===== src/rtl/uart_cmd_assembler.sv =====
// Assembles two consecutive UART bytes (high byte first) into a 16-bit command,
// acknowledging each byte and resynchronising framing on an inter-byte timeout.
module uart_cmd_assembler #(
  parameter int unsigned TIMEOUT_CLKS = 52080,
  parameter int unsigned TMO_W        = 16
) (
  input  logic        clk,
  input  logic        rst_n,
  input  logic        rx_rdy,
  input  logic [7:0]  rx_data,
  output logic        clr_rx_rdy,
  input  logic        clr_cmd_rdy,
  output logic [15:0] cmd,
  output logic        cmd_rdy,
  output logic        overrun,
  output logic        frame_err
);

  localparam logic [TMO_W-1:0] TMO_LAST = TMO_W'(TIMEOUT_CLKS - 1);
  localparam logic [TMO_W-1:0] TMO_MAX  = '1;

  typedef enum logic {
    HIGH = 1'b0,
    LOW  = 1'b1
  } state_t;

  state_t            r_state;
  state_t            w_next_state;

  logic [7:0]        r_hi_byte;
  logic [15:0]       r_cmd;
  logic              r_cmd_rdy;
  logic              r_overrun;
  logic              r_frame_err;
  logic [TMO_W-1:0]  r_tmo_cnt;
  logic              r_skip;

  logic              w_accept;
  logic              w_capture_hi;
  logic              w_complete;
  logic              w_tmo_last;
  logic              w_expire;

  // State register
  always_ff @(posedge clk or negedge rst_n) begin
    if (!rst_n) begin
      r_state <= HIGH;
    end else begin
      r_state <= w_next_state;
    end
  end

  // Next-state logic
  always_comb begin
    w_next_state = r_state;
    unique case (r_state)
      HIGH: begin
        if (w_accept) begin
          w_next_state = LOW;
        end
      end
      LOW: begin
        if (w_accept || w_tmo_last) begin
          w_next_state = HIGH;
        end
      end
      default: w_next_state = HIGH;
    endcase
  end

  // Output / control decode. r_skip masks the cycle right after an
  // acknowledge, while the receiver's rdy may still be in flight.
  always_comb begin
    w_accept     = rx_rdy && !r_skip;
    w_tmo_last   = (r_tmo_cnt == TMO_LAST);
    w_capture_hi = 1'b0;
    w_complete   = 1'b0;
    w_expire     = 1'b0;
    unique case (r_state)
      HIGH: begin
        w_capture_hi = w_accept;
      end
      LOW: begin
        w_complete = w_accept;
        w_expire   = !w_accept && w_tmo_last;
      end
      default: begin
        w_capture_hi = 1'b0;
      end
    endcase
  end

  assign clr_rx_rdy = w_accept;

  always_ff @(posedge clk or negedge rst_n) begin
    if (!rst_n) begin
      r_skip <= 1'b0;
    end else begin
      r_skip <= w_accept;
    end
  end

  always_ff @(posedge clk or negedge rst_n) begin
    if (!rst_n) begin
      r_hi_byte <= '0;
    end else if (w_capture_hi) begin
      r_hi_byte <= rx_data;
    end else if (w_expire) begin
      r_hi_byte <= '0;
    end
  end

  // Saturating inter-byte counter; only meaningful while awaiting the low byte.
  always_ff @(posedge clk or negedge rst_n) begin
    if (!rst_n) begin
      r_tmo_cnt <= '0;
    end else if (w_capture_hi) begin
      r_tmo_cnt <= '0;
    end else if ((r_state == LOW) && !w_accept && (r_tmo_cnt != TMO_MAX)) begin
      r_tmo_cnt <= r_tmo_cnt + 1'b1;
    end
  end

  always_ff @(posedge clk or negedge rst_n) begin
    if (!rst_n) begin
      r_cmd <= '0;
    end else if (w_complete) begin
      r_cmd <= {r_hi_byte, rx_data};
    end
  end

  // Completion beats the consumer's clear; a clear also suppresses overrun.
  always_ff @(posedge clk or negedge rst_n) begin
    if (!rst_n) begin
      r_cmd_rdy <= 1'b0;
      r_overrun <= 1'b0;
    end else begin
      if (w_complete) begin
        r_cmd_rdy <= 1'b1;
      end else if (clr_cmd_rdy) begin
        r_cmd_rdy <= 1'b0;
      end

      if (clr_cmd_rdy) begin
        r_overrun <= 1'b0;
      end else if (w_complete && r_cmd_rdy) begin
        r_overrun <= 1'b1;
      end
    end
  end

  always_ff @(posedge clk or negedge rst_n) begin
    if (!rst_n) begin
      r_frame_err <= 1'b0;
    end else begin
      r_frame_err <= w_expire;
    end
  end

  assign cmd       = r_cmd;
  assign cmd_rdy   = r_cmd_rdy;
  assign overrun   = r_overrun;
  assign frame_err = r_frame_err;

endmodule


===== config.mk =====
export PLATFORM = sky130hd
export DESIGN_NAME = uart_cmd_assembler
export DESIGN_NICKNAME = d
export VERILOG_FILES = /design/src/rtl/uart_cmd_assembler.sv
export SDC_FILE = /design/constraint.sdc
export NUM_CORES = 1
export LEC_CHECK = 0
export CAP_MARGIN = 5
export CORE_ASPECT_RATIO = 1.4
export CORE_UTILIZATION = 48
export DETAILED_ROUTE_END_ITERATION = 8
export PLACE_DENSITY = 0.78
export REMOVE_ABC_BUFFERS = 1
export SYNTH_ARGS = -nofsm -noshare
export SYNTH_HDL_FRONTEND = slang
export SYNTH_SLANG_ARGS = --single-unit

===== constraint.sdc =====
create_clock -name clk -period 2 [get_ports clk]
set_input_delay 0.3 -clock clk [delete_from_list [all_inputs] [get_ports clk]]
set_output_delay 0.3 -clock clk [all_outputs]
set_load 0.05 [all_outputs]

# ---- Yosys cells after proc, flatten, opt, wreduce, memory -nomap -nowiden
# Index checks and enable logic that the tools add are counted.
# Widths: inputs -> output; s select.
dict set report totals {
  elab_cells 38
  register_bits 45
  n_memories 0
  output_inout_bits 20
  inputBits 12
  latchBits 0
  rom_bits 0
  mem_bits_rw 0
}
dict set report classes {
  order_cmp 0
  div 0
  mul 0
  n_reduce_logical 12
  bitwise 1
  shifts 0
  n_mux 14
  addsub 1
  n_eq_ne 2
}
# operator n
set op_table {}
lappend op_table {{$mux 16} 2}
lappend op_table {{$add 16x1->16 const B} 1}
lappend op_table {{$eq 16x16->1 const B} 1}
lappend op_table {{$mux 8} 2}
lappend op_table {{$ne 16x16->1 const B} 1}
lappend op_table {{$mux 1} 9}
lappend op_table {{$reduce_bool 2->1} 4}
lappend op_table {{$logic_and 1x1->1} 5}
lappend op_table {{$logic_not 1->1} 2}
lappend op_table {{$pmux 1 s2} 1}
lappend op_table {{$logic_or 1x1->1} 1}
lappend op_table {{$not 1->1} 1}

# ---- Longest topological paths before layout
dict set report logic_depth {
  depth_word 7
  ltp_mapped 7
  mapped_depth_nobuf 5
}

# ---- Least setup slack after synthesis
# No wires, ideal clock.
dict set report synth_path {
  path_kind {reg2reg}
  start {reg r_skip}
  end {reg r_cmd[0] (netlist: cmd[0])}
  path_stages_with_launch 7
  t_arrival_ns 1.805
  required_ns 1.875
  path_slack_ns 0.070
  cell_sequence {dfrtp_1 > nand2b_1 > clkbuf_1 > inv_1 > nand2_1 > buf_2 > mux2_2}
}
dict set report synth_via {
  elab_chain_len 3
}
# element line_no
set synth_rtl {}
lappend synth_rtl {{start: declaration} 36} ;# logic r_skip;
lappend synth_rtl {{start signal: assignment} 99} ;# r_skip <= w_accept;
lappend synth_rtl {{$logic_not 1->1} 74} ;# w_accept = rx_rdy && !r_skip;
lappend synth_rtl {{$logic_and 1x1->1} 74}
lappend synth_rtl {{named net clr_rx_rdy} 11} ;# output logic clr_rx_rdy,
lappend synth_rtl {{$mux 1} 79} ;# unique case (r_state)
lappend synth_rtl {{end signal: assignment} 128} ;# r_cmd <= {r_hi_byte, rx_data};
lappend synth_rtl {{end: declaration} 31} ;# logic [15:0] r_cmd;
# The timed path passes the listed nets, and every way through them passes these cells.
# A chain may end at the register's enable or synchronous reset.

# ---- Worst setup path in the final report
dict set report layout_path {
  start {reg r_tmo_cnt[7]}
  end {reg r_hi_byte[6]}
}
dict set report layout_via {
  elab_chain_len 4
}
# element line_no
set layout_rtl {}
lappend layout_rtl {{start: declaration} 35} ;# logic [TMO_W-1:0] r_tmo_cnt;
lappend layout_rtl {{start signal: assignment} 120} ;# r_tmo_cnt <= r_tmo_cnt + 1'b1;
lappend layout_rtl {{$eq 16x16->1} 75} ;# w_tmo_last = (r_tmo_cnt == TMO_LAST);
lappend layout_rtl {{$logic_and 1x1->1} 85} ;# w_expire = !w_accept && w_tmo_last;
lappend layout_rtl {{$mux 1} 79}
lappend layout_rtl {{$reduce_bool 2->1 (no line)} --}
lappend layout_rtl {{end signal: assignment} 107} ;# r_hi_byte <= rx_data;
lappend layout_rtl {{end: declaration} 30} ;# logic [7:0] r_hi_byte;
# No other way between the ends.

==> flow_metrics.env <==
export IMPL_power_density_nw_per_um2=1190
export IMPL_grt_pass1_vias=1720
export IMPL_peakVddDrop_v=0.000956
export IMPL_grt_usage_pct=23.4
export IMPL_antenna_cells=0
export IMPL_vias_per_cell=5.75
export IMPL_ys_ff_latch=45
export IMPL_min_period_ps=1940
export IMPL_clock_skew_ps=8.41
export IMPL_vias=1628
export IMPL_power_uw=3220
export IMPL_clk_latency_ps=300
export IMPL_pin_count=32
export IMPL_numCtsBuffers=5
export IMPL_drtPass1Iterations=6
export IMPL_cp_max_fo=8
export IMPL_worstSetupPathType="reg2reg"
export IMPL_root_buffer="clkbuf_8"
export IMPL_hold_viol=0
export IMPL_drc=1
export IMPL_final_setup_viol_count=0
export IMPL_clk_pin_slew_ps=80
export IMPL_core_um2=4240
export IMPL_p_leak_uw=0.00116
export IMPL_report_final_slew_viol_count=0
export IMPL_worst_endpoint_required_ps=2180
export IMPL_yosys_warnings=0
export IMPL_synth_top_area_share_pct=53.3
export IMPL_r2r_start="r_tmo_cnt[7]$_DFFE_PN0P_"
export IMPL_hold_path_class="in2async"
export IMPL_die_w_um=58.1
export IMPL_grt_ovfl_total=0
export IMPL_pre_cts_ws_ps=12.5
export IMPL_synth_most_common_cell="dfrtp_1"
export IMPL_ant_nets=0
export IMPL_post_cts_buffers=0
export IMPL_grt_pass1_wl_mm=8.23
export IMPL_die_h_um=80.5
export IMPL_initial_core_util_pct=49.8
export IMPL_drtIter0Drc=102
export IMPL_yosys_top_cells_count="dfrtp_1, mux2_2, nand2_1, a22o_1"
export IMPL_final_util_pct=63.9
export IMPL_violations="design-rule violations"
export IMPL_synth_ff_type="dfrtp_1"
export IMPL_detail_route_wirelength_mm=4.76
export IMPL_avgSynthCellArea_um2=12.1
export IMPL_clkSinkCount=45
export IMPL_dp_hpwl_mm=3.44
export IMPL_critPathArrivalTime_ps=2120
export IMPL_timing_fmax_mhz=516
export IMPL_netlist_instances=175
export IMPL_clock_path_buffers=2
export IMPL_fin_nets=237
export IMPL_netlist_area_um2=2110
export IMPL_row_count=28
export IMPL_synth_area_top_cells="dfrtp_1, mux2_2, a22o_1, a221o_1, mux2i_1"
export IMPL_syn2layout_area_growth_pct=28.3
export IMPL_max_slew_margin_pct=46.0
export IMPL_tightestPinTransition_ps=810
export IMPL_wl_per_cell_um=16.8
export IMPL_synthDistinctLibCells=48
export IMPL_post_route_period_util_pct=96.9
export IMPL_htree_num_levels=2
export IMPL_critPathCaptureType="register"
export IMPL_grt_setup_unrepaired="false"
export IMPL_drive_above_1_share_pct=24.7
export IMPL_antenna_found_initial=0
export IMPL_seq_area_frac_synth_pct=53.3
export IMPL_setup_tns_ps=0
export IMPL_synth_edf_count=0
export IMPL_port_buffers=31
export IMPL_die_area_um2=4670
export IMPL_layout_setup_ws_ps=61.1
export IMPL_cts_tree="yes"
export IMPL_place_area_um2=2620
export IMPL_cap_violations=0
export IMPL_yosys_area_top_type="dfrtp_1"
export IMPL_startpoint="r_tmo_cnt[7]$_DFFE_PN0P_"
export IMPL_postLayoutCellArea_um2=2710
export IMPL_gp_congestion=0.902
export IMPL_async_flop_share_pct=100
export IMPL_outcome="finished, violations left"
export IMPL_grt_max_degree=38
export IMPL_startpoint_type="register"
worst paths after layout:
path	slack [ps]	end	cells after the start
min in group clk	500	r_hi_byte[7]$_DFFE_PN0P_	1
setup / recovery	60	r_hi_byte[6]$_DFFE_PN0P_	4
max in group asynchronous	1300	cmd[14]$_DFFE_PN0P_	2
hold / removal	90	cmd_rdy$_DFFE_PN0P_	1
setup reg to reg	60	r_hi_byte[6]$_DFFE_PN0P_	4
hold reg to reg	500	r_hi_byte[7]$_DFFE_PN0P_	1
power by group:
group | leakage [uW] | switching [uW] | total, uW | internal, uW
clock | 0.0000399 | 293 | 523 | 230
sequential | 0.000577 | 178 | 1320 | 1140
combinational | 0.000546 | 831 | 1370 | 541
metrics by stage:
step	cells	hold WS, ps
after global routing	283	161
after detailed placement	277	442
final	283	85.6
after CTS	283	116
after floorplan	167	4.41
after global placement	277	422
flip-flops by register name (all words and copies together), names as in the netlist:
register	cells
cmd	16
cmd_rdy	1
overrun	1
frame_err	1
r_tmo_cnt	16
r_skip	1
r_state	1
r_hi_byte	8
critical path, stage by stage, from the launching register on:
cell	delay [ps]
dfrtp_1	440
or4_1	530
nor4_2	430
a21oi_2	210
a22o_1	230
kinds of logic (layout without fill, tap and decap cells):
kind of cell	Yosys count	in the layout	synth area share, %
AOI/OAI and AO/OA	35	35	13.7
xor gates and xnor gates	1	1	0.415
adders and majority gates	1	1	0.592
buffers and inverters	13	61	2.49
DFF	45	45	53.3
muxes	21	21	11.0
and+or+nand+nor	59	59	18.5
timing repair:
action,in CTS,in global routing
endpoints found under the hold margin,0,0
endpoints found under the setup margin,0,6
gates resized for setup,0,2
hold buffers,0,0
area by class of cell:
type / instances / area, um^2
Inverter: 5 / 18.8
Tap cell: 60 / 75.1
Fill cell: 321 / 1530
Sequential cell: 45 / 1130
Timing Repair Buffer: 50 / 470
Clock buffer: 5 / 68.8
Clock inverter: 1 / 5.00
Multi-Input combinational cell: 117 / 946
cell usage in the layout, fill, tap and decap left out, drive strengths merged, types with 3 or more instances in the layout:
master,instances
a21oi,6
a221o,4
a22o,8
and2,4
buf,21
clkbuf,5
clkdlybuf4s50,29
dfrtp,45
inv,5
mux2,17
mux2i,4
nand2,10
nand2b,4
nand3,5
nand4,7
nor2,6
nor4,6
o311ai,3
o41ai,3
or2,4
or4,3
routing by layer:
layer | global-route usage [%] | part of all wire [%] | vias up
met3 | 4.51 | 3.8 | 8
met1 | 28.1 | 41 | 816
li1 | - | - | 760
met5 | 0 | 0 | -
met4 | 9.29 | 1.8 | 0
met2 | 40.6 | 53 | 44
(Power assumes the default switching activity.)
==> RTL edit 1 (same flow settings) <==
`TMO_W`: 16 -> 32.
--- a/src/rtl/uart_cmd_assembler.sv
+++ b/src/rtl/uart_cmd_assembler.sv
@@ -4,3 +4,3 @@
   parameter int unsigned TIMEOUT_CLKS = 52080,
-  parameter int unsigned TMO_W        = 16
+  parameter int unsigned TMO_W        = 32
 ) (
Formal check against the unedited RTL: no difference found for any inputs over 10 cycles, from zero or initial values and one cycle with rst_n low; that may be too few to reach the edited logic, so the function may still have changed.
==> RTL edit 1 against the original RTL <==
  * Final area increased by 53%
  * Routed wire length is 73% higher
  * Power increased by 35%
  * Synthesized area up 46%
  * Fmax is 1.9% lower
  * Sequential cell count rose by 16
  * Non-clock buffer count rose by 36
  * Via count increased by 74%
  * First-iteration DRC count is 130% higher
  * Setup slack got worse by 0.038 ns
==> RTL edit 1: results (changes against the original RTL) <==
stage;metric;value;unit;change
yosys;leading cell types by total area after synthesis;sky130_fd_sc_hd__dfrtp_1, sky130_fd_sc_hd__mux2_2, sky130_fd_sc_hd__nand2_1;;was sky130_fd_sc_hd__dfrtp_1, sky130_fd_sc_hd__mux2_2, sky130_fd_sc_hd__a22o_1
finish;Filler Cell Count;447;;was 321
timing;Final period util;0.988;;was 0.969
clock_tree;Clock Latency Late Sink;0.36;ns;was 0.30 ns
power_and_ir_drop;power of the sequential group;1600;µW;was 1320 µW
power_and_ir_drop;Int Power;2770;µW;was 1910 µW
drt;met3 wirelength from detailed routing;596;µm;was 182 µm
power_and_ir_drop;Lkg Pwr;0.00194;µW;was 0.00116 µW
worst_setup_path;maximum fanout along the worst path;4;;was 8
power_and_ir_drop;Peak supply drop;0.941;mV;was 0.956 mV
global_routing;maximum number of pins on one net before global-route repair;42;;was 38
drt;M1 wire length;3080;µm;was 1970 µm
worst_setup_path;arrival time of the worst setup path;2.22;ns;was 2.12 ns
drt;drt first-iter violations;237;;was 102
finish;share of layout cells above drive strength 1;0.314;;was 0.247
power_and_ir_drop;proportion of power drawn by the clock network;0.286;;was 0.163
worst_setup_path;biggest cell delay along the critical path;0.51;ns;was 0.53 ns
global_routing;grt met3 use;0.0771;;was 0.0451
global_routing;met1 global-route usage;0.277;;was 0.281
global_routing;global-route wire length before repair;12700;µm;was 8230 µm
global_routing;number of global-route vias before repair;2733;;was 1720
drt;Initial DRT Pass Iterations;4;;was 6
placed_design;gp weighted congestion;0.856;;was 0.902
global_routing;met2 track utilization from global routing;0.397;;was 0.406
global_routing;total global-route track usage;0.241;;was 0.234
worst_setup_path;slowest stage cell, crit path;sky130_fd_sc_hd__or4_4;;was sky130_fd_sc_hd__or4_1
timing;WHS;0.453;ns;was 0.0856 ns
worst_setup_path;worst reg-to-reg setup slack;0.02;ns;was 0.06 ns
clock_tree;cts bufs inserted;9;;was 5
timing;final setup skew;0.0125;ns;was 0.00841 ns
placed_design;half-perimeter wire length after placement;5460;µm;was 3440 µm
placed_design;instance area after placement;3740;µm²;was 2620 µm²
status;status;finished clean;;was complete, but fails checks
RTL edit 1: metrics by stage:
stage                     cells  TNS [ns]
final                       445         0
after floorplan             271     -1.99
after global routing        445    -0.192
after global placement      417         0
after detailed placement    417    -0.277
after CTS                   434         0
RTL edit 1: layout make-up:
cell class | instances | area [µm²] | area share
clock buffers | 9 | 124 | 0.0299
clock inverters | 7 | 97.6 | 0.0235
inverters | 3 | 11.3 | 0.00271
multi-input cells | 207 | 1500 | 0.361
flip-flops and latches | 61 | 1530 | 0.369
well taps | 72 | 90.1 | 0.0217
repair buffers | 86 | 797 | 0.192
RTL edit 1: what timing repair did:
item                                    4_1_cts  5_1_grt
pin swaps                                     3        4
cloned                                        0        1
resized for setup                             3       16
buffers inserted                              0       10
hold buffers                                  1        0
endpoints found under the hold margin        20        0
endpoints found under the setup margin        9       21
RTL edit 1: worst paths after layout:
| kind | endpoint | startpoint | depth (start not counted) |
|---|---|---|---|
| max in group asynchronous | r_tmo_cnt[28] | rst_n | 3 |
| min in group clk | r_hi_byte[2] | r_hi_byte[2] | 1 |
| max reg2reg | r_tmo_cnt[20] | r_tmo_cnt[1] | 6 |
| min | r_hi_byte[5] | rst_n | 2 |
| min reg2reg | r_hi_byte[2] | r_hi_byte[2] | 1 |
| max | r_tmo_cnt[20] | r_tmo_cnt[1] | 6 |
RTL edit 1: cells by family (layout without fill, tap and decap cells):
logic type / after synthesis / after routing / synth area share
AO/OA/AOI/OAI: 59 / 59 / 0.150
adder cells (fa/ha/maj): 1 / 1 / 0.00406
buffers and inverters: 17 / 105 / 0.0377
flip-flops: 61 / 61 / 0.495
multiplexers: 19 / 19 / 0.0682
AND/OR/NAND/NOR: 128 / 128 / 0.245
==> RTL edit 2 (config.mk and constraints unchanged) <==
Without the edit above. Reset style: synchronous (`rst_n`), changed in 7 clocked blocks.
--- a/src/rtl/uart_cmd_assembler.sv
+++ b/src/rtl/uart_cmd_assembler.sv
@@ -44,3 +44,3 @@
   // State register
-  always_ff @(posedge clk or negedge rst_n) begin
+  always_ff @(posedge clk) begin
     if (!rst_n) begin
@@ -94,3 +94,3 @@
 
-  always_ff @(posedge clk or negedge rst_n) begin
+  always_ff @(posedge clk) begin
     if (!rst_n) begin
@@ -102,3 +102,3 @@
 
-  always_ff @(posedge clk or negedge rst_n) begin
+  always_ff @(posedge clk) begin
     if (!rst_n) begin
@@ -113,3 +113,3 @@
   // Saturating inter-byte counter; only meaningful while awaiting the low byte.
-  always_ff @(posedge clk or negedge rst_n) begin
+  always_ff @(posedge clk) begin
     if (!rst_n) begin
@@ -123,3 +123,3 @@
 
-  always_ff @(posedge clk or negedge rst_n) begin
+  always_ff @(posedge clk) begin
     if (!rst_n) begin
@@ -132,3 +132,3 @@
   // Completion beats the consumer's clear; a clear also suppresses overrun.
-  always_ff @(posedge clk or negedge rst_n) begin
+  always_ff @(posedge clk) begin
     if (!rst_n) begin
@@ -151,3 +151,3 @@
 
-  always_ff @(posedge clk or negedge rst_n) begin
+  always_ff @(posedge clk) begin
     if (!rst_n) begin
Function: differs if rst_n is asserted again (counterexample within 4 cycles, from zero or initial values and one cycle with rst_n low); with rst_n held inactive, the same outputs for 10 cycles.
==> RTL edit 2 against the original RTL <==
  * Setup slack better by 0.019 ns
  * Sequential cell count did not move
  * Worst hold slack improved by 0.37 ns
  * Core utilization up 3.5 points
  * Routed wire length down 2.1%
  * Synthesized area fell by 11%
  * Via count is 12% higher
  * Final area is 7.8% lower
  * Global-route usage up 0.92 points
  * Critical endpoint is now r_state
Power is not compared: it rests on default switching activity, and its combinational part moved more than twofold at a synthesized area within 25%.
==> RTL edit 2: results (changes against the original RTL) <==
stage;metric;value;unit;change
global_routing;maximum number of pins on one net before global-route repair;18;;was 38
finish;share of layout cells above drive strength 1;0.123;;was 0.247
drt;Initial DRT Pass Iterations;4;;was 6
yosys;commonest cells in the netlist;sky130_fd_sc_hd__nand2_1, sky130_fd_sc_hd__dfxtp_1, sky130_fd_sc_hd__a21oi_1;;was sky130_fd_sc_hd__dfrtp_1, sky130_fd_sc_hd__mux2_2, sky130_fd_sc_hd__nand2_1
yosys;share of synthesized area occupied by flip-flops and latches;0.480;;was 0.533
hold_path;classification of the worst-slack hold path;flop to flop;;was input pin to async pin
drt;M1 wire length;1820;µm;was 1970 µm
global_routing;total global-route track usage;0.243;;was 0.234
drt;residual DRC count;0;;was 1
placed_design;gp weighted congestion;0.889;;was 0.902
worst_setup_path;slowest stage cell, crit path;sky130_fd_sc_hd__nor4_1;;was sky130_fd_sc_hd__or4_1
worst_setup_path;reg2reg start;r_tmo_cnt[4];;was r_tmo_cnt[7]
drt;drt first-iter violations;75;;was 102
worst_setup_path;biggest cell delay along the critical path;0.62;ns;was 0.53 ns
yosys;fraction of synthesized area in multiplexers;0.0373;;was 0.110
drt;Avg Vias per Cell;5.89;;was 5.75
drt;met2 wirelength from detailed routing;2490;µm;was 2530 µm
placed_design;pre-CTS worst setup slack;-0.0534;ns;was 0.0125 ns
yosys;arithmetic-cell share of the synthesized area counting full adders, half adders and majority gates;0.00666;;was 0.00592
placed_design;placed instance count;302;;was 277
finish;Filler Cell Count;326;;was 321
yosys;cell count after synthesis;218;;was 175
global_routing;number of global-route vias before repair;1761;;was 1720
placed_design;half-perimeter wire length after placement;3280;µm;was 3440 µm
yosys;area fraction in compound gates after synthesis;0.179;;was 0.137
status;status;finished clean;;was complete, but fails checks
timing;final setup skew;0.00692;ns;was 0.00841 ns
yosys;fraction of registers with async set/reset;0;;was 1.00
global_routing;grt met3 use;0.0599;;was 0.0451
timing;actual slew at the worst max-slew pin;0.658;ns;was 0.810 ns
drt;met3 wirelength from detailed routing;209;µm;was 182 µm
finish;Layout Nets;280;;was 237
worst_setup_path;maximum fanout along the worst path;6;;was 8
yosys;leading cell types by total area after synthesis;sky130_fd_sc_hd__dfxtp_1, sky130_fd_sc_hd__nand2_1, sky130_fd_sc_hd__a21oi_1;;was sky130_fd_sc_hd__dfrtp_1, sky130_fd_sc_hd__mux2_2, sky130_fd_sc_hd__a22o_1
yosys;library cells used by synthesis;40;;was 48
[RTL edit 2: final cells by class]
| type | instances | share of cell area |
|---|---|---|
| repair buffers | 50 | 0.185 |
| clock buffers | 5 | 0.0275 |
| clock inverters | 3 | 0.0260 |
| flip-flops and latches | 45 | 0.360 |
| well taps | 42 | 0.0210 |
| multi-input cells | 160 | 0.371 |
| inverters | 5 | 0.00851 |
[RTL edit 2: power by group]
group / internal [µW] / total [µW] / switching, µW
Clock: 496 / 811 / 315
Combinational: 88.7 / 203 / 114
Sequential: 918 / 932 / 13.8
Total: 1500 / 1950 / 443
[RTL edit 2: timing repair]
| item | CTS | global route |
|---|---|---|
| gates resized for setup | 1 | 3 |
| buffers inserted | 0 | 0 |
| cloned | 0 | 0 |
| endpoints found under the setup margin | 1 | 2 |
[RTL edit 2: path summary, 6_finish.rpt]
check,end,slack [ns],depth (start not counted)
worst max register to register,r_state,0.08,4
worst min register to register,cmd[7],0.45,2
worst min-delay path,cmd[7],0.45,2
worst max-delay path,r_state,0.08,4
